`src/rtl/multdiv_unit_if.sv`:
```
// multdiv_unit_if -- operand/control/result bundle for multdiv_unit.
//
// Signals (WIDTH = operand width):
//   data_operandA  [WIDTH]  multiplicand or dividend          (master -> slave)
//   data_operandB  [WIDTH]  multiplier or divisor             (master -> slave)
//   ctrl_MULT      [1]      single-cycle multiply start       (master -> slave)
//   ctrl_DIV       [1]      single-cycle divide start         (master -> slave)
//   ctrl_signed    [1]      two's-complement (1) / unsigned (0) operands
//   ctrl_flush     [1]      abort any operation in flight     (master -> slave)
//   data_result    [WIDTH]  low product word or quotient      (slave -> master)
//   data_exception [1]      overflow / divide-by-zero flag    (slave -> master)
//   data_resultRDY [1]      one-cycle completion pulse        (slave -> master)
//   busy           [1]      operation in progress             (slave -> master)
//   data_result_hi [WIDTH]  high product word or remainder, only when
//                           MULTDIV_HIGH_WORD_EN is defined   (slave -> master)
interface multdiv_unit_if #(
  parameter int WIDTH = 32
);
  logic [WIDTH-1:0] data_operandA;
  logic [WIDTH-1:0] data_operandB;
  logic             ctrl_MULT;
  logic             ctrl_DIV;
  logic             ctrl_signed;
  logic             ctrl_flush;
  logic [WIDTH-1:0] data_result;
  logic             data_exception;
  logic             data_resultRDY;
  logic             busy;
`ifdef MULTDIV_HIGH_WORD_EN
  logic [WIDTH-1:0] data_result_hi;
`endif

  modport master (
    output data_operandA, data_operandB, ctrl_MULT, ctrl_DIV, ctrl_signed, ctrl_flush,
`ifdef MULTDIV_HIGH_WORD_EN
    input  data_result_hi,
`endif
    input  data_result, data_exception, data_resultRDY, busy
  );

  modport slave (
    input  data_operandA, data_operandB, ctrl_MULT, ctrl_DIV, ctrl_signed, ctrl_flush,
`ifdef MULTDIV_HIGH_WORD_EN
    output data_result_hi,
`endif
    output data_result, data_exception, data_resultRDY, busy
  );
endinterface

```
`src/rtl/multdiv_unit.sv`:
```
// multdiv_unit -- iterative multiply / divide unit.
//
// Multiply: radix-4 Booth, one recoded digit per cycle (WIDTH/2 cycles).
// Divide:   non-restoring on magnitudes, one quotient bit per cycle
//           (WIDTH cycles) plus one sign-correction cycle.
//
// Ports:
//   clock  - rising-edge clock
//   reset  - asynchronous, active-low reset
//   bus    - multdiv_unit_if.slave (operands, start/flush controls,
//            result, exception, completion pulse, busy)
//
// Parameters:
//   WIDTH          - operand/result width, even and >= 4
//   SIGNED_DEFAULT - operand interpretation expected when ctrl_signed is tied
//
// Optional feature macro: MULTDIV_HIGH_WORD_EN adds bus.data_result_hi
// (upper product word after MUL, remainder after DIV).
module multdiv_unit #(
  parameter int WIDTH          = 32,
  parameter bit SIGNED_DEFAULT = 1'b1
) (
  input  logic          clock,
  input  logic          reset,
  multdiv_unit_if.slave bus
);

  // Accumulator carries headroom above the WIDTH+2-bit partial products so the
  // running Booth sum and the doubled divide remainder never wrap.
  localparam int AW = WIDTH + 4;
  localparam int CW = $clog2(WIDTH + 2);

  if ((WIDTH % 2) != 0 || WIDTH < 4) begin : g_bad_width
    $error("multdiv_unit: WIDTH must be even and >= 4");
  end

  typedef enum logic [1:0] {IDLE, MUL, DIV, DONE} state_t;

  state_t                  state;
  logic [CW-1:0]           cnt;
  logic signed [AW-1:0]    acc;       // Booth high part / divide partial remainder
  logic [WIDTH-1:0]        lo;        // multiplier-and-low-product / dividend-and-quotient
  logic                    qm1;       // Booth bit to the right of lo[0]
  logic signed [WIDTH:0]   mcand;     // multiplicand, extended by one sign bit
  logic [WIDTH-1:0]        dvsr;      // divisor magnitude
  logic                    sgn;
  logic                    mul_corr;  // unsigned multiplier with MSB set
  logic                    neg_q;
  logic                    neg_r;
  logic                    div_exc;
  logic [WIDTH-1:0]        result_q;
  logic                    exc_q;
  logic                    rdy_q;
  logic                    busy_q;
`ifdef MULTDIV_HIGH_WORD_EN
  logic [WIDTH-1:0]        result_hi_q;
`endif

  function automatic logic [WIDTH-1:0] neg_if(input logic n, input logic [WIDTH-1:0] v);
    return n ? (~v + WIDTH'(1)) : v;
  endfunction

  // Product fits in WIDTH bits when the upper WIDTH+1 bits are a pure sign
  // extension (signed) or the upper WIDTH bits are zero (unsigned).
  function automatic logic mul_overflow(input logic [WIDTH-1:0] hi,
                                        input logic [WIDTH-1:0] lo_w,
                                        input logic             s);
    logic [WIDTH:0] top;
    top = {hi, lo_w[WIDTH-1]};
    if (s) return !((&top) || !(|top));
    return |hi;
  endfunction

  // Start decode and operand conditioning
  logic             start_ok;
  logic             a_neg;
  logic             b_neg;
  logic [WIDTH-1:0] a_mag;
  logic [WIDTH-1:0] b_mag;
  logic             div_ovf_in;

  assign start_ok   = (bus.ctrl_MULT ^ bus.ctrl_DIV) && !bus.ctrl_flush &&
                      (state == IDLE || state == DONE);
  assign a_neg      = bus.ctrl_signed & bus.data_operandA[WIDTH-1];
  assign b_neg      = bus.ctrl_signed & bus.data_operandB[WIDTH-1];
  assign a_mag      = neg_if(a_neg, bus.data_operandA);
  assign b_mag      = neg_if(b_neg, bus.data_operandB);
  assign div_ovf_in = bus.ctrl_signed &&
                      (bus.data_operandA == {1'b1, {(WIDTH-1){1'b0}}}) &&
                      (bus.data_operandB == {WIDTH{1'b1}});

  // Booth step
  logic signed [AW-1:0] mcand_x;
  logic signed [AW-1:0] pp;
  logic signed [AW-1:0] mul_sum;
  logic signed [AW-1:0] mul_acc_nxt;
  logic [WIDTH-1:0]     mul_lo_nxt;
  logic [WIDTH-1:0]     mul_hi_fix;

  always_comb begin
    mcand_x = {{(AW-WIDTH-1){mcand[WIDTH]}}, mcand};
    case ({lo[1:0], qm1})
      3'b001, 3'b010: pp = mcand_x;
      3'b011:         pp = mcand_x <<< 1;
      3'b100:         pp = -(mcand_x <<< 1);
      3'b101, 3'b110: pp = -mcand_x;
      default:        pp = '0;
    endcase
    mul_sum     = acc + pp;
    mul_acc_nxt = mul_sum >>> 2;
    mul_lo_nxt  = {mul_sum[1:0], lo[WIDTH-1:2]};
    // Booth treats the multiplier as signed; an unsigned multiplier with its
    // MSB set is short by 2^WIDTH, so add the multiplicand into the high word.
    mul_hi_fix  = mul_acc_nxt[WIDTH-1:0] + (mul_corr ? mcand[WIDTH-1:0] : '0);
  end

  // Non-restoring divide step and final correction
  logic signed [AW-1:0] dvsr_x;
  logic signed [AW-1:0] rem_sh;
  logic signed [AW-1:0] div_rem_nxt;
  logic [WIDTH-1:0]     div_lo_nxt;
  logic [WIDTH-1:0]     rem_fix;
  logic [WIDTH-1:0]     div_quot;
  logic [WIDTH-1:0]     div_rem;

  always_comb begin
    dvsr_x      = {{(AW-WIDTH){1'b0}}, dvsr};
    rem_sh      = {acc[AW-2:0], lo[WIDTH-1]};
    div_rem_nxt = acc[AW-1] ? (rem_sh + dvsr_x) : (rem_sh - dvsr_x);
    div_lo_nxt  = {lo[WIDTH-2:0], ~div_rem_nxt[AW-1]};
    // A negative final remainder is restored by one divisor add; the true
    // value lies in [0, divisor) so the low WIDTH bits are exact.
    rem_fix     = acc[AW-1] ? (acc[WIDTH-1:0] + dvsr) : acc[WIDTH-1:0];
    div_quot    = neg_if(neg_q, lo);
    div_rem     = neg_if(neg_r, rem_fix);
  end

  // Control FSM, iteration datapath and registered outputs
  always_ff @(posedge clock or negedge reset) begin
    if (!reset) begin
      state       <= IDLE;
      cnt         <= '0;
      acc         <= '0;
      lo          <= '0;
      qm1         <= 1'b0;
      mcand       <= '0;
      dvsr        <= '0;
      sgn         <= SIGNED_DEFAULT;
      mul_corr    <= 1'b0;
      neg_q       <= 1'b0;
      neg_r       <= 1'b0;
      div_exc     <= 1'b0;
      result_q    <= '0;
      exc_q       <= 1'b0;
      rdy_q       <= 1'b0;
      busy_q      <= 1'b0;
`ifdef MULTDIV_HIGH_WORD_EN
      result_hi_q <= '0;
`endif
    end else if (bus.ctrl_flush) begin
      state  <= IDLE;
      cnt    <= '0;
      rdy_q  <= 1'b0;
      busy_q <= 1'b0;
    end else begin
      rdy_q <= 1'b0;
      case (state)
        IDLE, DONE: begin
          if (start_ok) begin
            busy_q <= 1'b1;
            sgn    <= bus.ctrl_signed;
            acc    <= '0;
            qm1    <= 1'b0;
            if (bus.ctrl_MULT) begin
              state    <= MUL;
              cnt      <= CW'(WIDTH / 2);
              lo       <= bus.data_operandB;
              mcand    <= {bus.ctrl_signed & bus.data_operandA[WIDTH-1], bus.data_operandA};
              mul_corr <= !bus.ctrl_signed & bus.data_operandB[WIDTH-1];
            end else begin
              state   <= DIV;
              cnt     <= CW'(WIDTH + 1);
              lo      <= a_mag;
              dvsr    <= b_mag;
              neg_q   <= a_neg ^ b_neg;
              neg_r   <= a_neg;
              div_exc <= (bus.data_operandB == '0) || div_ovf_in;
            end
          end else begin
            state <= IDLE;
          end
        end
        MUL: begin
          acc <= mul_acc_nxt;
          lo  <= mul_lo_nxt;
          qm1 <= lo[1];
          cnt <= cnt - CW'(1);
          if (cnt == CW'(1)) begin
            state    <= DONE;
            busy_q   <= 1'b0;
            rdy_q    <= 1'b1;
            result_q <= mul_lo_nxt;
            exc_q    <= mul_overflow(mul_hi_fix, mul_lo_nxt, sgn);
`ifdef MULTDIV_HIGH_WORD_EN
            result_hi_q <= mul_hi_fix;
`endif
          end
        end
        DIV: begin
          cnt <= cnt - CW'(1);
          if (cnt == CW'(1)) begin
            // Sign-correction cycle; a zero divisor forces a zero quotient.
            state    <= DONE;
            busy_q   <= 1'b0;
            rdy_q    <= 1'b1;
            result_q <= (dvsr == '0) ? '0 : div_quot;
            exc_q    <= div_exc;
`ifdef MULTDIV_HIGH_WORD_EN
            result_hi_q <= div_rem;
`endif
          end else begin
            acc <= div_rem_nxt;
            lo  <= div_lo_nxt;
          end
        end
        default: state <= IDLE;
      endcase
    end
  end

`ifndef MULTDIV_HIGH_WORD_EN
  logic unused_rem;
  assign unused_rem = ^div_rem;
`endif

  assign bus.data_result    = result_q;
  assign bus.data_exception = exc_q;
  assign bus.data_resultRDY = rdy_q;
  assign bus.busy           = busy_q;
`ifdef MULTDIV_HIGH_WORD_EN
  assign bus.data_result_hi = result_hi_q;
`endif

endmodule

```
`src/flat_wrapper.sv`:
```
// flat-port wrapper written by rule: the top's interface ports become plain ports
module multdiv_unit_flat 
#(
  parameter int WIDTH          = 32,
  parameter bit SIGNED_DEFAULT = 1'b1
)
  (clock, reset, bus_data_operandA, bus_data_operandB, bus_ctrl_MULT, bus_ctrl_DIV, bus_ctrl_signed, bus_ctrl_flush, bus_data_result, bus_data_exception, bus_data_resultRDY, bus_busy);
  multdiv_unit_if #(.WIDTH(WIDTH)) bus_i ();
  input  logic clock;
  input  logic reset;
  input wire logic [$bits(bus_i.data_operandA)-1:0] bus_data_operandA;
  input wire logic [$bits(bus_i.data_operandB)-1:0] bus_data_operandB;
  input wire logic [$bits(bus_i.ctrl_MULT)-1:0] bus_ctrl_MULT;
  input wire logic [$bits(bus_i.ctrl_DIV)-1:0] bus_ctrl_DIV;
  input wire logic [$bits(bus_i.ctrl_signed)-1:0] bus_ctrl_signed;
  input wire logic [$bits(bus_i.ctrl_flush)-1:0] bus_ctrl_flush;
  output wire logic [$bits(bus_i.data_result)-1:0] bus_data_result;
  output wire logic [$bits(bus_i.data_exception)-1:0] bus_data_exception;
  output wire logic [$bits(bus_i.data_resultRDY)-1:0] bus_data_resultRDY;
  output wire logic [$bits(bus_i.busy)-1:0] bus_busy;
  assign bus_i.data_operandA = bus_data_operandA;
  assign bus_i.data_operandB = bus_data_operandB;
  assign bus_i.ctrl_MULT = bus_ctrl_MULT;
  assign bus_i.ctrl_DIV = bus_ctrl_DIV;
  assign bus_i.ctrl_signed = bus_ctrl_signed;
  assign bus_i.ctrl_flush = bus_ctrl_flush;
  assign bus_data_result = bus_i.data_result;
  assign bus_data_exception = bus_i.data_exception;
  assign bus_data_resultRDY = bus_i.data_resultRDY;
  assign bus_busy = bus_i.busy;
  multdiv_unit #(.WIDTH(WIDTH), .SIGNED_DEFAULT(SIGNED_DEFAULT)) u_core (.clock(clock), .reset(reset), .bus(bus_i));
endmodule
```
`config.mk`:
```
export PLATFORM = sky130hd
export DESIGN_NAME = multdiv_unit_flat
export DESIGN_NICKNAME = d
export VERILOG_FILES = /design/src/rtl/multdiv_unit_if.sv /design/src/rtl/multdiv_unit.sv /design/src/flat_wrapper.sv
export SDC_FILE = /design/constraint.sdc
export NUM_CORES = 1
export LEC_CHECK = 0
export BUFFER_PORTS_ARGS = -buffer_cell sky130_fd_sc_hd__buf_4
export CAP_MARGIN = 40
export CORE_AREA = 3 3 205 207
export DETAILED_ROUTE_END_ITERATION = 16
export DIE_AREA = 0 0 208 210
export SYNTH_ARGS = -nofsm -noshare
export SYNTH_HDL_FRONTEND = slang
export SYNTH_SLANG_ARGS = --single-unit
```
`constraint.sdc`:
```
create_clock -name clock -period 13.7 [get_ports clock]
set_input_delay 4.11 -clock clock [delete_from_list [all_inputs] [get_ports clock]]
set_output_delay 4.11 -clock clock [all_outputs]
set_load 0.02 [all_outputs]
```
After elaboration in Yosys (flattened, before gate mapping)
Cells that the tools add are included.
- bitwise gates (word level): 11
- equal/unequal tests: 18
- add/sub/neg operators: 10
- reduce and logical (&&, ||, !) cells: 30
- mux-type cells: 44
- operators with widths (operator ; count):
    32-bit 2-to-1 mux ; 10
    36-bit case mux with 4 select lines ; 1
    36-bit 2-to-1 mux ; 3
    36-bit case mux with 3 select lines ; 1
    32-bit by 1-bit adder with 32-bit output, second input constant ; 3
    32-bit NOT ; 3
    32-bit case mux with 3 select lines ; 1
    32-bit equality test, second input constant ; 2
    32-bit zero test ; 2
    32-bit case mux with 2 select lines ; 1
    36-bit by 33-bit adder with 36-bit output ; 1
    36-bit adder ; 1
    33-bit negator with 36-bit output ; 1
    34-bit negator with 36-bit output ; 1
    36-bit by 33-bit subtractor with 36-bit output ; 1
    33-bit AND reduction ; 1
    33-bit OR reduction ; 1
    32-bit adder ; 1
    32-bit OR reduction ; 1
    6-bit 2-to-1 mux ; 3
    1-bit 2-to-1 mux ; 15
    6-bit case mux with 2 select lines ; 1
    4-bit AND reduction ; 3
    3-bit equality test, second input constant ; 3
    other kinds (24) ; 52
- logic and storage cells: 128
- output and inout bits: 35
- bits in registers: 181

Depth between registers and ports, before layout
Gate-level depths: netlist (run 1).
- depth in word-level cells: 13
- gate-level depth with buffers: 34
- gate-level depth less buffers: 34

Least setup slack after synthesis (run 1)
No wires, ideal clock.
- kind: input -> register
- start point: input port bus_data_operandA[8]
- end point: register u_core.lo[30]
- path buffers: 0
- stages: 11
- setup time: 0.135 ns
- data required time: 13.565 ns
- slack: 7.139 ns
- arrival: 6.426 ns
- cells stage by stage: or3_1 or4_1 nor3_1 and2_1 nand2_1 nor4_1 and2_1 a21oi_1 xor2_1 a221oi_1 o21ai_0
- word-level cells in the longest chain between the ends: 6
- RTL lines (what ; line ; source):
    start: declaration ; flat_wrapper.sv:11 ; input wire logic [$bits(bus_i.data_operandA)-1:0] bus_data_operandA;
    32-bit NOT ; multdiv_unit.sv:60 ; return n ? (~v + WIDTH'(1)) : v;
    32-bit by 1-bit adder with 32-bit output ; multdiv_unit.sv:60 ;
    32-bit 2-to-1 mux ; multdiv_unit.sv:60 ;
    32-bit 2-to-1 mux ; multdiv_unit.sv:174 ; if (bus.ctrl_MULT) begin
    32-bit 2-to-1 mux ; multdiv_unit.sv:169 ; if (start_ok) begin
    32-bit case mux with 3 select lines ; multdiv_unit.sv:167 ; case (state)
    end signal: assignment ; multdiv_unit.sv:177 ; lo <= bus.data_operandB;
    end signal: assignment ; multdiv_unit.sv:183 ; lo <= a_mag;
    end signal: assignment ; multdiv_unit.sv:195 ; lo <= mul_lo_nxt;
    end: declaration ; multdiv_unit.sv:42 ; logic [WIDTH-1:0] lo;
No other way between the ends. The select of a mux whose other input is x is not followed.
A chain may end at the register's enable or synchronous reset.

Final worst setup path (run 1)
- start point: register u_core.mcand[1]
- end point: register u_core.exc_q (netlist: u_core.bus.data_exception)
- word-level cells in the longest chain between the ends: 12
- elaborated cells on any way between the ends: 16
- RTL lines (what ; line ; source):
    start: declaration ; multdiv_unit.sv:44 ; logic signed [WIDTH:0] mcand;
    start signal: assignment ; multdiv_unit.sv:178 ; mcand <= {bus.ctrl_signed & bus.data_operandA[WIDTH-1], bus.data_operandA};
    34-bit negator with 36-bit output or 33-bit negator with 36-bit output (tied branches) ; multdiv_unit.sv:105, multdiv_unit.sv:106 ;
    36-bit case mux with 4 select lines ; multdiv_unit.sv:102 ; case ({lo[1:0], qm1})
    36-bit adder ; multdiv_unit.sv:109 ; mul_sum = acc + pp;
    32-bit adder ; multdiv_unit.sv:114 ; mul_hi_fix = mul_acc_nxt[WIDTH-1:0] + (mul_corr ? mcand[WIDTH-1:0] : '0);
    33-bit OR reduction ; multdiv_unit.sv:70 ; if (s) return !((&top) || !(|top));
    1-bit zero test ; multdiv_unit.sv:70 ;
    1-bit logical OR ; multdiv_unit.sv:70 ;
    1-bit zero test ; multdiv_unit.sv:70 ;
    1-bit 2-to-1 mux ; multdiv_unit.sv:70 ;
    1-bit 2-to-1 mux * ; multdiv_unit.sv:71 ; return |hi;
    1-bit 2-to-1 mux * ; multdiv_unit.sv:198 ; if (cnt == CW'(1)) begin
    1-bit case mux with 2 select lines * ; multdiv_unit.sv:167 ;
    end signal: assignment ; multdiv_unit.sv:203 ; exc_q <= mul_overflow(mul_hi_fix, mul_lo_nxt, sgn);
    end signal: assignment ; multdiv_unit.sv:217 ; exc_q <= div_exc;
    end: declaration ; multdiv_unit.sv:52 ; logic exc_q;
Mark *: on every way between the ends. The rest lies on a longest branch, timed or not. The select of a mux whose other input is x is not followed.

==> run summary, run 1 <==
Largest clock skew in the final design = 13.59 ps
Most used routing layer in global routing = met2
Initial drt markers = 1723
Arrival time at the worst endpoint = 7910 ps
Sinks on the clock net = 181
Filler Cells Inserted = 4067
Outcome = complete, no violations
Count of flip-flops with a built-in enable after synthesis = 0
Post-detailed-route count of antenna-violating nets = 0
Global route overflow = 0
Later-pin clock latency in the skew report = 470 ps
Number of antenna violations at the first check in global routing = 0
Peak VDD IR = 0.1755 mV
Kind of end point of the critical path = register
Switching power share of the total = 51.52%
Post-Place Cell Area = 19290 um^2
Highest Clock Rate = 132.0 MHz
Count of boundary I/O pins = 105
Clock share of power = 13.2%
Die ar. = 43680 um^2
Post-synthesis cell type count = 84
Logic depth of the worst setup path including buffers = 32
Global-route track usage on met3 = 3.661%
Leakage power summed over all cells = 8.772 nW
Startpoint type of the worst setup path = register
Number of global-route vias before repair = 17.36k
Flop-to-flop setup slack = 6120 ps
Post-synth net total = 2585
Design Area, Final = 19890 um^2
Source of the worst register-to-register timing path = u_core.mcand[1]
GR Util All Layers = 29.56%
Setup crit end = u_core.bus.data_exception
GR Layer Usage met1 = 40.77%
Std-Cell Rows = 74
Count of nets after finishing = 2581
Mapped cell area = 18120 um^2
Core Box Area = 40550 um^2
Number of buffer and inverter instances along the worst setup path = 2
Total routed wirelength = 66190 um
Detailed Place HPWL = 51200 um
GRT met2 Usage = 47.77%
Worst setup path category = register to register
Gpl congestion = 0.9500
Number of hold buffers added after cts = 0
Power density of the placed cells = 202.4 nW/um^2
Final TNS setup = 0 ps
Min Tclk post-route = 7576 ps
Global-route wire length before repair = 102200 um
Number of synthesis warnings = 0
Share of the yosys chip area belonging to registers = 25.00%
Inserted Clock Buffers = 17
ANT cells = 0
Synth Instances = 2401
Total count of hold-check failures in the final report = 0
Detailed Routing Iterations Pass 1 = 5
Most frequently used flop master after synthesis = dfrtp_1
Synth Register Bits = 181
Largest stage delay, worst path = 530 ps
Initial core utilization = 44.68%
Setup crit start = u_core.mcand[1]
Required time of the critical path = 14030 ps
Logic depth of the worst register-to-register path = 32
Root cell of the clock tree = clkbuf_16
Total via count in the routed design = 18.35k
Total of cells resized after clock tree synthesis = 0
Relative slew slack = 41.93%
Fraction of final layout cells sized beyond drive strength 1 = 8.344%
Routed wirelength normalized by instance count = 22.51 um
Max-slew violations = 0
Synthesized area divided by synthesized cell count = 7.547 um^2
Worst-path maximum fanout = 6
Cell family contributing the most delay on the critical path = simple AND/OR/NAND/NOR gates
Number of H-tree levels = 4
Type of the most critical hold path = register to register
Total net switching power = 2.073 mW
Horizontal die dimension = 208 um
Combined flip-flop and latch cell area = 4531 um^2
Setup repair after global routing missed its margin = no
Largest net degree at the start of global routing = 87
Area added between synthesis and finish = 9.764%
Max stage delay cell, worst path = or4_1
Max capacitance violation total = 0
Port Buf Inserts = 104
Vias/cell = 6.240
CTS Buffer Depth = 2
Pint = 1.951 mW
Hold slack = 534.8 ps
Portion of total power attributed to combinational logic = 63.0%
Share of power burned in registers = 23.8%
Setup Viol. Count Final = 0
Tcrit/Tclk final = 55.30%
Multi-input gate area = 12790 um^2
Clock tree from TritonCTS = done
Overall die height = 210 um
Share of synthesized flip-flops with an asynchronous set or reset = 100.0%
CTS clock-pin slew for the worst setup and hold paths = 70 ps
Reg2reg end = u_core.bus.data_exception
Number of design rule violations left after detail routing = 0
Post-CTS repair timing setup buffer count = 0
Actual transition at the worst max-transition pin = 871.1 ps
cells in the final DEF (no fill, tap or decap), types with 24 or more instances in the layout:
cell,instances
a221oi_1,39
and3_1,28
a21oi_1,226
a211oi_1,27
dfrtp_1,180
a21o_1,65
nand3_1,27
xor2_1,103
nand2b_1,30
a22oi_1,88
nor4_1,24
or3_1,30
and2_1,44
buf_4,125
nor2_1,232
nand4_1,25
inv_1,60
nor3_1,77
ha_1,109
nand2_1,265
o21ai_0,180
xnor2_1,148
state kept, by name, summed over array words and instances, names as in the netlist, 2 cells and up:
signal	flops
u_core.acc	36
u_core.bus.data_result	32
u_core.cnt	6
u_core.dvsr	32
u_core.lo	32
u_core.mcand	33
u_core.state	2
cell families (layout without fill, tap and decap cells):
group / count (synthesis) / in the layout / synth area share (%)
XOR/XNOR: 251 / 251 / 12.13
AO/OA/AOI/OAI: 774 / 774 / 27.19
adder cells (fa/ha/maj): 115 / 115 / 8.051
flip-flops: 181 / 181 / 25.00
multiplexers: 19 / 19 / 1.063
AND/OR/NAND/NOR: 843 / 843 / 21.99
buffers and inverters: 218 / 226 / 4.571
layout make-up:
| class | instances | share of cell area, % |
|---|---|---|
| inverters | 63 | 1.195 |
| flip-flops and latches | 181 | 22.78 |
| clock buffers | 22 | 2.485 |
| well taps | 532 | 3.347 |
| repair buffers | 132 | 5.366 |
| clock inverters | 9 | 0.5410 |
| multi-input cells | 2002 | 64.29 |
worst reg2reg max path: cells and delay by family, from the launching register on:
family,cells,cell delay [ps]
adder cells (fa/ha/maj),3,890
AO/OA/AOI/OAI,12,2280
buffers and inverters,2,300
flip-flops,1,420
XOR/XNOR,2,320
AND/OR/NAND/NOR,13,3250
how the worst min path moves through the flow:
stage | start | endpoint | slack [ps] | depth (start not counted)
floorplan | u_core.acc[10] | u_core.acc[10] | 480 | 2
global placement | u_core.div_exc | u_core.div_exc | 510 | 2
detailed placement | u_core.acc[7] | u_core.acc[7] | 510 | 2
CTS | u_core.acc[7] | u_core.acc[7] | 530 | 2
global route | u_core.bus.data_result[26] | u_core.bus.data_result[26] | 560 | 2
finish | u_core.bus.data_result[28] | u_core.bus.data_result[28] | 530 | 2
through the flow:
stage | util [%] | setup WS, ps | total power [mW] | instances
after CTS | 49.04 | 6279 | 3.996 | 2941
after global routing | 49.04 | 5471 | 4.312 | 2941
after global placement | 47.26 | 6436 | 3.418 | 2903
final | 49.04 | 6124 | 4.025 | 2941
after detailed placement | 47.56 | 6319 | 3.446 | 2910
after floorplan | - | 7139 | 2.675 | 2401
power groups by stage:
stage	logic, mW	registers [mW]	clock network, mW
after floorplan	1.80	0.877	0
after global placement	2.46	0.961	0
after detailed placement	2.49	0.960	0
after CTS	2.51	0.952	0.539
after global routing	2.77	0.981	0.557
final	2.53	0.960	0.531
cells in the mapped netlist (5+ instances only):
master / n / area, um^2
nand2_1: 266 / 998.5
nor2_1: 233 / 874.6
a21oi_1: 226 / 1131
dfrtp_1: 180 / 4504
o21ai_0: 180 / 900.9
xnor2_1: 148 / 1296
clkbuf_1: 136 / 510.5
ha_1: 111 / 1389
xor2_1: 103 / 902.1
a22oi_1: 88 / 660.6
nor3_1: 78 / 390.4
a21o_1: 65 / 488.0
inv_1: 60 / 225.2
and2_1: 44 / 275.3
a221oi_1: 39 / 341.6
nand2b_1: 30 / 187.7
or3_1: 30 / 187.7
and3_1: 28 / 175.2
a211oi_1: 27 / 202.7
nand3_1: 27 / 135.1
nand4_1: 25 / 156.4
nor4_1: 24 / 150.1
a31oi_1: 21 / 131.4
o31ai_1: 19 / 142.6
buf_1: 17 / 63.81
mux2i_1: 17 / 170.2
o21a_1: 16 / 120.1
or4_1: 13 / 97.59
o21bai_1: 12 / 90.09
or2_2: 11 / 68.82
o41ai_1: 10 / 87.58
a221o_1: 9 / 90.09
o211ai_1: 8 / 60.06
nor2b_1: 7 / 43.79
a21boi_0: 6 / 45.04
nor3b_1: 6 / 45.04
a2111oi_0: 5 / 43.79
layer usage:
layer,share of wire (%),vias up
met5,0,-
met4,3.8,0
met3,5.8,107
met2,46,706
met1,45,8886
li1,-,8653
No activity file was read; power rests on OpenSTA's default activity.
==> run 2, diff against run 1 <==
==> constraint.sdc (replaced) <==
create_clock -name clock -period 7.3 [get_ports clock]
set_input_delay 2.19 -clock clock [delete_from_list [all_inputs] [get_ports clock]]
set_output_delay 2.19 -clock clock [all_outputs]
set_load 0.02 [all_outputs]
==> run 2 against run 1 <==
Against the previous run:
- fmax grew 7.9%
- global-route usage shrank 0.066 points
- sequential share of layout area shrank 0.14 points
- core utilization grew 0.30 points
- sequential cell count is the same
- critical path depth shrank 1
==> run summary, run 2 (synthesis gave the netlist of run 1 again) <==
Worst setup path category = register to register (unchanged)
Worst-path maximum fanout = 6 (unchanged)
Most frequent standard cell in the layout excluding fill and tap cells = nand2_1 (unchanged)
CTS Buffer Depth = 2 (unchanged)
Final cell count without fillers = 2953 (was 2941)
Tcrit/Tclk final = 96.21% (was 55.30%)
Detailed Place HPWL = 51100 um (was 51200 um)
Vias/cell = 6.291 (was 6.240)
CTS clock-pin slew for the worst setup and hold paths = 80 ps (was 70 ps)
Count of nets after finishing = 2592 (was 2581)
Clock tree from TritonCTS = done (unchanged)
Count of boundary I/O pins = 105 (unchanged)
Required time of the critical path = 7660 ps (was 14030 ps)
Total via count in the routed design = 18.58k (was 18.35k)
Max stage delay cell, worst path = or4_1 (unchanged)
Initial core utilization = 44.68% (unchanged)
Relative slew slack = 46.82% (was 41.93%)
Largest register by flop count = u_core.acc (unchanged)
Global-route wire length before repair = 102100 um (was 102200 um)
Max-slew violations = 0 (unchanged)
Total routed wirelength = 66320 um (was 66190 um)
Detailed Routing Iterations Pass 1 = 5 (unchanged)
Filler Cells Inserted = 4046 (was 4067)
Highest Clock Rate = 142.4 MHz (was 132.0 MHz)
GR Util All Layers = 29.50% (was 29.56%)
Number of H-tree levels = 4 (unchanged)
Min Tclk post-route = 7023 ps (was 7576 ps)
Max FFs per register = 36 (unchanged)
Hold slack = 533.9 ps (was 534.8 ps)
Routed wirelength normalized by instance count = 22.46 um (was 22.51 um)
Number of global-route vias before repair = 17.57k (was 17.36k)
Actual transition at the worst max-transition pin = 795.7 ps (was 871.1 ps)
Max capacitance violation total = 0 (unchanged)
Post-Place Cell Area = 19370 um^2 (was 19290 um^2)
Number of antenna violations at the first check in global routing = 0 (unchanged)
Setup Viol. Count Final = 0 (unchanged)
Core Box Area = 40550 um^2 (unchanged)
Std-Cell Rows = 74 (unchanged)
ANT cells = 0 (unchanged)
Design Area, Final = 20010 um^2 (was 19890 um^2)
Initial drt markers = 1884 (was 1723)
DP Cell Count = 2920 (was 2910)
Leakage power summed over all cells = 8.805 nW (was 8.772 nW)
Total count of hold-check failures in the final report = 0 (unchanged)
Root cell of the clock tree = clkbuf_16 (unchanged)
Outcome = complete, no violations (unchanged)
Sinks on the clock net = 181 (unchanged)
Gpl congestion = 0.9379 (was 0.9500)
Peak VDD IR = 0.2705 mV (was 0.1755 mV)
Post-detailed-route count of antenna-violating nets = 0 (unchanged)
Largest net degree at the start of global routing = 108 (was 87)
Largest stage delay, worst path = 540 ps (was 530 ps)
Overall die height = 210 um (unchanged)
Horizontal die dimension = 208 um (unchanged)
Startpoint type of the worst setup path = register (unchanged)
Fraction of final layout cells sized beyond drive strength 1 = 9.418% (was 8.344%)
Final Core Density = 49.34% (was 49.04%)
Number of design rule violations left after detail routing = 0 (unchanged)
Largest clock skew in the final design = 15.66 ps (was 13.59 ps)
Area added between synthesis and finish = 10.43% (was 9.764%)
Port Buf Inserts = 104 (unchanged)
Arrival time at the worst endpoint = 7380 ps (was 7910 ps)
Later-pin clock latency in the skew report = 470 ps (about the same)
Registers with the most flip-flops = u_core.acc: 36 flops, u_core.mcand: 33 flops (unchanged)
Commonest cells after routing, fill and taps aside = nand2_1 (264), nor2_1 (231), a21oi_1 (226) (was nand2_1 (265), nor2_1 (232), a21oi_1 (226))
Inserted Clock Buffers = 17 (unchanged)
Die ar. = 43680 um^2 (unchanged)
Kind of end point of the critical path = register (unchanged)
Power density of the placed cells = 378.3 nW/um^2 (was 202.4 nW/um^2)
Final TNS setup = 0 ps (unchanged)
Global route overflow = 0 (unchanged)
Type of the most critical hold path = register to register (unchanged)
Most Frequent Cell on Critical Path = ha_2
-- run 2: cell count changes in the layout (fill, tap and decap cells not counted), sizes merged --
cell / previous run / this run
buf: 131 / 142
clkinv: 5 / 7
clkinvlp: 0 / 2
bufinv: 1 / 0
inv: 66 / 67
clkbuf: 23 / 20
-- run 2: path summary, 6_finish.rpt --
check,startpoint,cells after the start,to,slack [ps]
min reg2reg,u_core.dvsr[18],2,u_core.dvsr[18],530
max reg2reg,u_core.mcand[0],31,u_core.bus.data_exception,280
min,u_core.dvsr[18],2,u_core.dvsr[18],530
max,u_core.mcand[0],31,u_core.bus.data_exception,280
min in group asynchronous,reset,1,u_core.bus.data_result[3],1730
max in group asynchronous,reset,2,u_core.acc[10],4490
-- run 2: cell type report --
| class | instances | area (um^2) | area share, % |
|---|---|---|---|
| Inverter | 63 | 237.7 | 1.188 |
| Timing Repair Buffer | 143 | 1160 | 5.796 |
| Clock buffer | 19 | 442.9 | 2.213 |
| Multi-Input combinational cell | 2002 | 12860 | 64.25 |
| Clock inverter | 13 | 117.6 | 0.5878 |
| Tap cell | 532 | 665.6 | 3.326 |
| Sequential cell | 181 | 4531 | 22.64 |
-- run 2: report_power, final --
group | total, mW | internal (mW) | switching (mW)
sequential | 1.81 | 1.31 | 0.500
clock | 0.940 | 0.458 | 0.483
combinational | 4.82 | 1.88 | 2.94
total | 7.57 | 3.65 | 3.93
-- run 2: per-layer routing --
layer / GRT usage (%) / wire length [um]
met5: 0 / 0
met4: 11.93 / 2844
met3: 3.334 / 4346
met2: 46.87 / 29810
met1: 41.27 / 29310
-- run 2: repair_timing --
action | in CTS | in global routing
setup buffers | 0 | 1
setup endpoints to repair | 0 | 1
hold buffers | 0 | 0
resized for setup | 0 | 23
-- run 2: worst max-delay path, delay by kind of cell, from the launching register on --
| kind | cells | cell delay (ps) |
|---|---|---|
| xor gates and xnor gates | 2 | 310 |
| buffers and inverters | 2 | 340 |
| AOI/OAI and AO/OA | 11 | 2220 |
| DFF | 1 | 410 |
| and+or+nand+nor | 13 | 2760 |
| adders and majority gates | 3 | 860 |
-- run 2: through the flow --
step | setup slack, ps | power (mW)
3_5_place_dp | 100.6 | 6.469
4_1_cts | 64.58 | 7.446
5_1_grt | -50.40 | 8.106
6_report | 276.5 | 7.570
3_3_place_gp | 235.0 | 6.387
2_1_floorplan | 777.8 | 5.020
==> run 3, diff against run 2 <==
--- a/config.mk
+++ b/config.mk
@@ -7,9 +7,9 @@
 export LEC_CHECK = 0
 export BUFFER_PORTS_ARGS = -buffer_cell sky130_fd_sc_hd__buf_4
 export CAP_MARGIN = 40
-export CORE_AREA = 3 3 205 207
+export CORE_AREA = 2 2 204 206
 export DETAILED_ROUTE_END_ITERATION = 16
-export DIE_AREA = 0 0 208 210
+export DIE_AREA = 0 0 206 208
 export SYNTH_ARGS = -nofsm -noshare
 export SYNTH_HDL_FRONTEND = slang
 export SYNTH_SLANG_ARGS = --single-unit
==> run 3 against run 2 <==
Against the previous run:
- fmax increased by 2.4%
- sequential share of layout area decreased by 0.22 points
- via count decreased by 0.73%
- final cell count increased by 0.30%
- sequential cell count unchanged
- core utilization increased by 0.49 points
- non-clock buffer count increased by 9
- largest power group unchanged
==> run summary, run 3 (synthesis gave the netlist of run 1 again) <==
Outcome = complete, no violations (unchanged)
Inserted Clock Buffers = 17 (unchanged)
Most frequent standard cell in the layout excluding fill and tap cells = nand2_1 (unchanged)
Largest register by flop count = u_core.acc (unchanged)
Final Core Density = 49.84% (was 49.34%)
Fraction of final layout cells sized beyond drive strength 1 = 10.53% (was 9.418%)
Max capacitance violation total = 0 (unchanged)
Post-detailed-route count of antenna-violating nets = 0 (unchanged)
Power density of the placed cells = 381.1 nW/um^2 (was 378.3 nW/um^2)
Initial core utilization = 44.68% (unchanged)
Registers with the most flip-flops = u_core.acc: 36 flops, u_core.mcand: 33 flops (unchanged)
Setup crit end = u_core.bus.data_exception (unchanged)
Global route overflow = 0 (unchanged)
Kind of end point of the critical path = register (unchanged)
Actual transition at the worst max-transition pin = 889.7 ps (was 795.7 ps)
Type of the most critical hold path = register to register (unchanged)
Total count of hold-check failures in the final report = 0 (unchanged)
Number of hold buffers added after cts = 0 (unchanged)
Share of power burned in registers = 23.3% (was 23.9%)
Source of the worst register-to-register timing path = u_core.mcand[1] (was u_core.mcand[0])
Max-slew violations = 0 (unchanged)
Clock tree from TritonCTS = done (unchanged)
Launch instance of the worst min-delay path = u_core.acc[5] (was u_core.dvsr[18])
Number of H-tree levels = 4 (unchanged)
CTS Buffer Depth = 2 (unchanged)
Startpoint type of the worst setup path = register (unchanged)
Count of nets after finishing = 2601 (was 2592)
Std-Cell Rows = 74 (unchanged)
Largest clock skew in the final design = 17.82 ps (was 15.66 ps)
Root cell of the clock tree = clkbuf_16 (unchanged)
Arrival time at the worst endpoint = 7220 ps (was 7380 ps)
Flop-to-flop setup slack = 440 ps (was 280 ps)
Global-route wire length before repair = 101700 um (was 102100 um)
Total routed wirelength = 65730 um (was 66320 um)
Final cell count without fillers = 2962 (was 2953)
Count of boundary I/O pins = 105 (unchanged)
Final TNS setup = 0 ps (unchanged)
Total via count in the routed design = 18.44k (was 18.58k)
Overall die height = 208 um (was 210 um)
Tcrit/Tclk final = 93.93% (was 96.21%)
Horizontal die dimension = 206 um (was 208 um)
Gpl congestion = 0.9556 (was 0.9379)
Worst setup slack before clock tree synthesis = -114.2 ps (was 100.6 ps)
Commonest cells after routing, fill and taps aside = nand2_1 (262), nor2_1 (231), a21oi_1 (225) (was nand2_1 (264), nor2_1 (231), a21oi_1 (226))
Multi-input gate area = 12980 um^2 (was 12860 um^2)
Worst-path maximum fanout = 6 (unchanged)
Die ar. = 42850 um^2 (was 43680 um^2)
Combined flip-flop and latch cell area = 4531 um^2 (unchanged)
Switching power share of the total = 51.77% (was 51.85%)
CTS clock-pin slew for the worst setup and hold paths = 90 ps (was 80 ps)
Worst setup path category = register to register (unchanged)
Reg2reg end = u_core.bus.data_exception (unchanged)
Hold slack = 534.3 ps (was 533.9 ps)
Core Box Area = 40550 um^2 (unchanged)
Peak VDD IR = 0.3113 mV (was 0.2705 mV)
Design Area, Final = 20210 um^2 (was 20010 um^2)
Post-route total power = 7.702 mW (was 7.570 mW)
Highest Clock Rate = 145.8 MHz (was 142.4 MHz)
DP Cell Count = 2924 (was 2920)
Relative slew slack = 40.54% (was 46.82%)
Max stage delay cell, worst path = dfrtp_1 (was or4_1)
Setup crit start = u_core.mcand[1] (was u_core.mcand[0])
Post-layout worst setup margin = 442.9 ps (was 276.5 ps)
Area added between synthesis and finish = 11.54% (was 10.43%)
Post-Place Cell Area = 19370 um^2 (about the same)
Detailed Routing Iterations Pass 1 = 8 (was 5)
Port Buf Inserts = 104 (unchanged)
Required time of the critical path = 7660 ps (about the same)
Clock share of power = 12.9% (was 12.4%)
Filler Cells Inserted = 4011 (was 4046)
Largest net degree at the start of global routing = 70 (was 108)
Total net switching power = 3.987 mW (was 3.925 mW)
Setup Viol. Count Final = 0 (unchanged)
Number of antenna violations at the first check in global routing = 0 (unchanged)
Number of global-route vias before repair = 17.41k (was 17.57k)
Min Tclk post-route = 6857 ps (was 7023 ps)
Max FFs per register = 36 (unchanged)
GR Util All Layers = 30.61% (was 29.50%)
Initial drt markers = 1596 (was 1884)
Number of design rule violations left after detail routing = 0 (unchanged)
ANT cells = 0 (unchanged)
Later-pin clock latency in the skew report = 480 ps (was 470 ps)
Vias/cell = 6.227 (was 6.291)
Portion of total power attributed to combinational logic = 63.7% (about the same)
Sinks on the clock net = 181 (unchanged)
Pint = 3.715 mW (was 3.645 mW)
Leakage power summed over all cells = 8.868 nW (was 8.805 nW)
Logic depth of the worst register-to-register path = 30 (was 31)
Routed wirelength normalized by instance count = 22.19 um (was 22.46 um)
Detailed Place HPWL = 50870 um (was 51100 um)
Largest stage delay, worst path = 440 ps (was 540 ps)
-- run 3: cell types whose count changed in the layout (fill, tap and decap cells not counted), sizes merged --
cell / delta
bufinv: +1
inv: +1
buf: +9
clkinv: -2
-- run 3: how the worst min path moves through the flow --
stage | to | slack [ps] | cells past startpoint
detailed placement | u_core.acc[13] | 520 | 2
global placement | u_core.acc[5] | 520 | 2
global route | u_core.acc[13] | 570 | 2
finish | u_core.acc[5] | 530 | 2
CTS | u_core.acc[13] | 540 | 2
floorplan | u_core.acc[10] | 480 | 2
-- run 3: layout make-up --
cell class              count  area share [%]
well taps                 532           3.294
clock inverters            13          0.7677
multi-input cells        2002           64.24
flip-flops and latches    181           22.42
inverters                  63           1.176
clock buffers              19           2.192
repair buffers            152           5.912
-- run 3: worst max-delay path: cells and delay by family (launching register included) --
family	cells	cell delay, ps
DFF	1	440
xor gates and xnor gates	3	410
AOI/OAI and AO/OA	8	1750
adders and majority gates	3	880
buffers and inverters	2	330
and+or+nand+nor	14	2940
-- run 3: power by group through the flow --
stage	logic, mW	registers (mW)	clock network, mW
after floorplan	3.37	1.65	0
after global placement	4.63	1.79	0
after detailed placement	4.69	1.79	0
after CTS	4.73	1.77	1.01
after global routing	5.37	1.84	1.04
final	4.91	1.80	0.996
-- run 3: routing by layer --
layer,part of all wire [%],routed length (um),GRT usage (%),vias up
met5,0,0,0,-
met4,4.0,2643,12.49,0
met3,6.7,4424,3.618,135
met2,45,29800,48.16,812
met1,44,28860,42.49,8806
li1,-,-,-,8690
-- run 3: timing repair --
action / CTS / global route
resized for setup: 1 / 47
pin swaps: 0 / 8
endpoints found under the setup margin: 1 / 1
setup buffers: 0 / 6
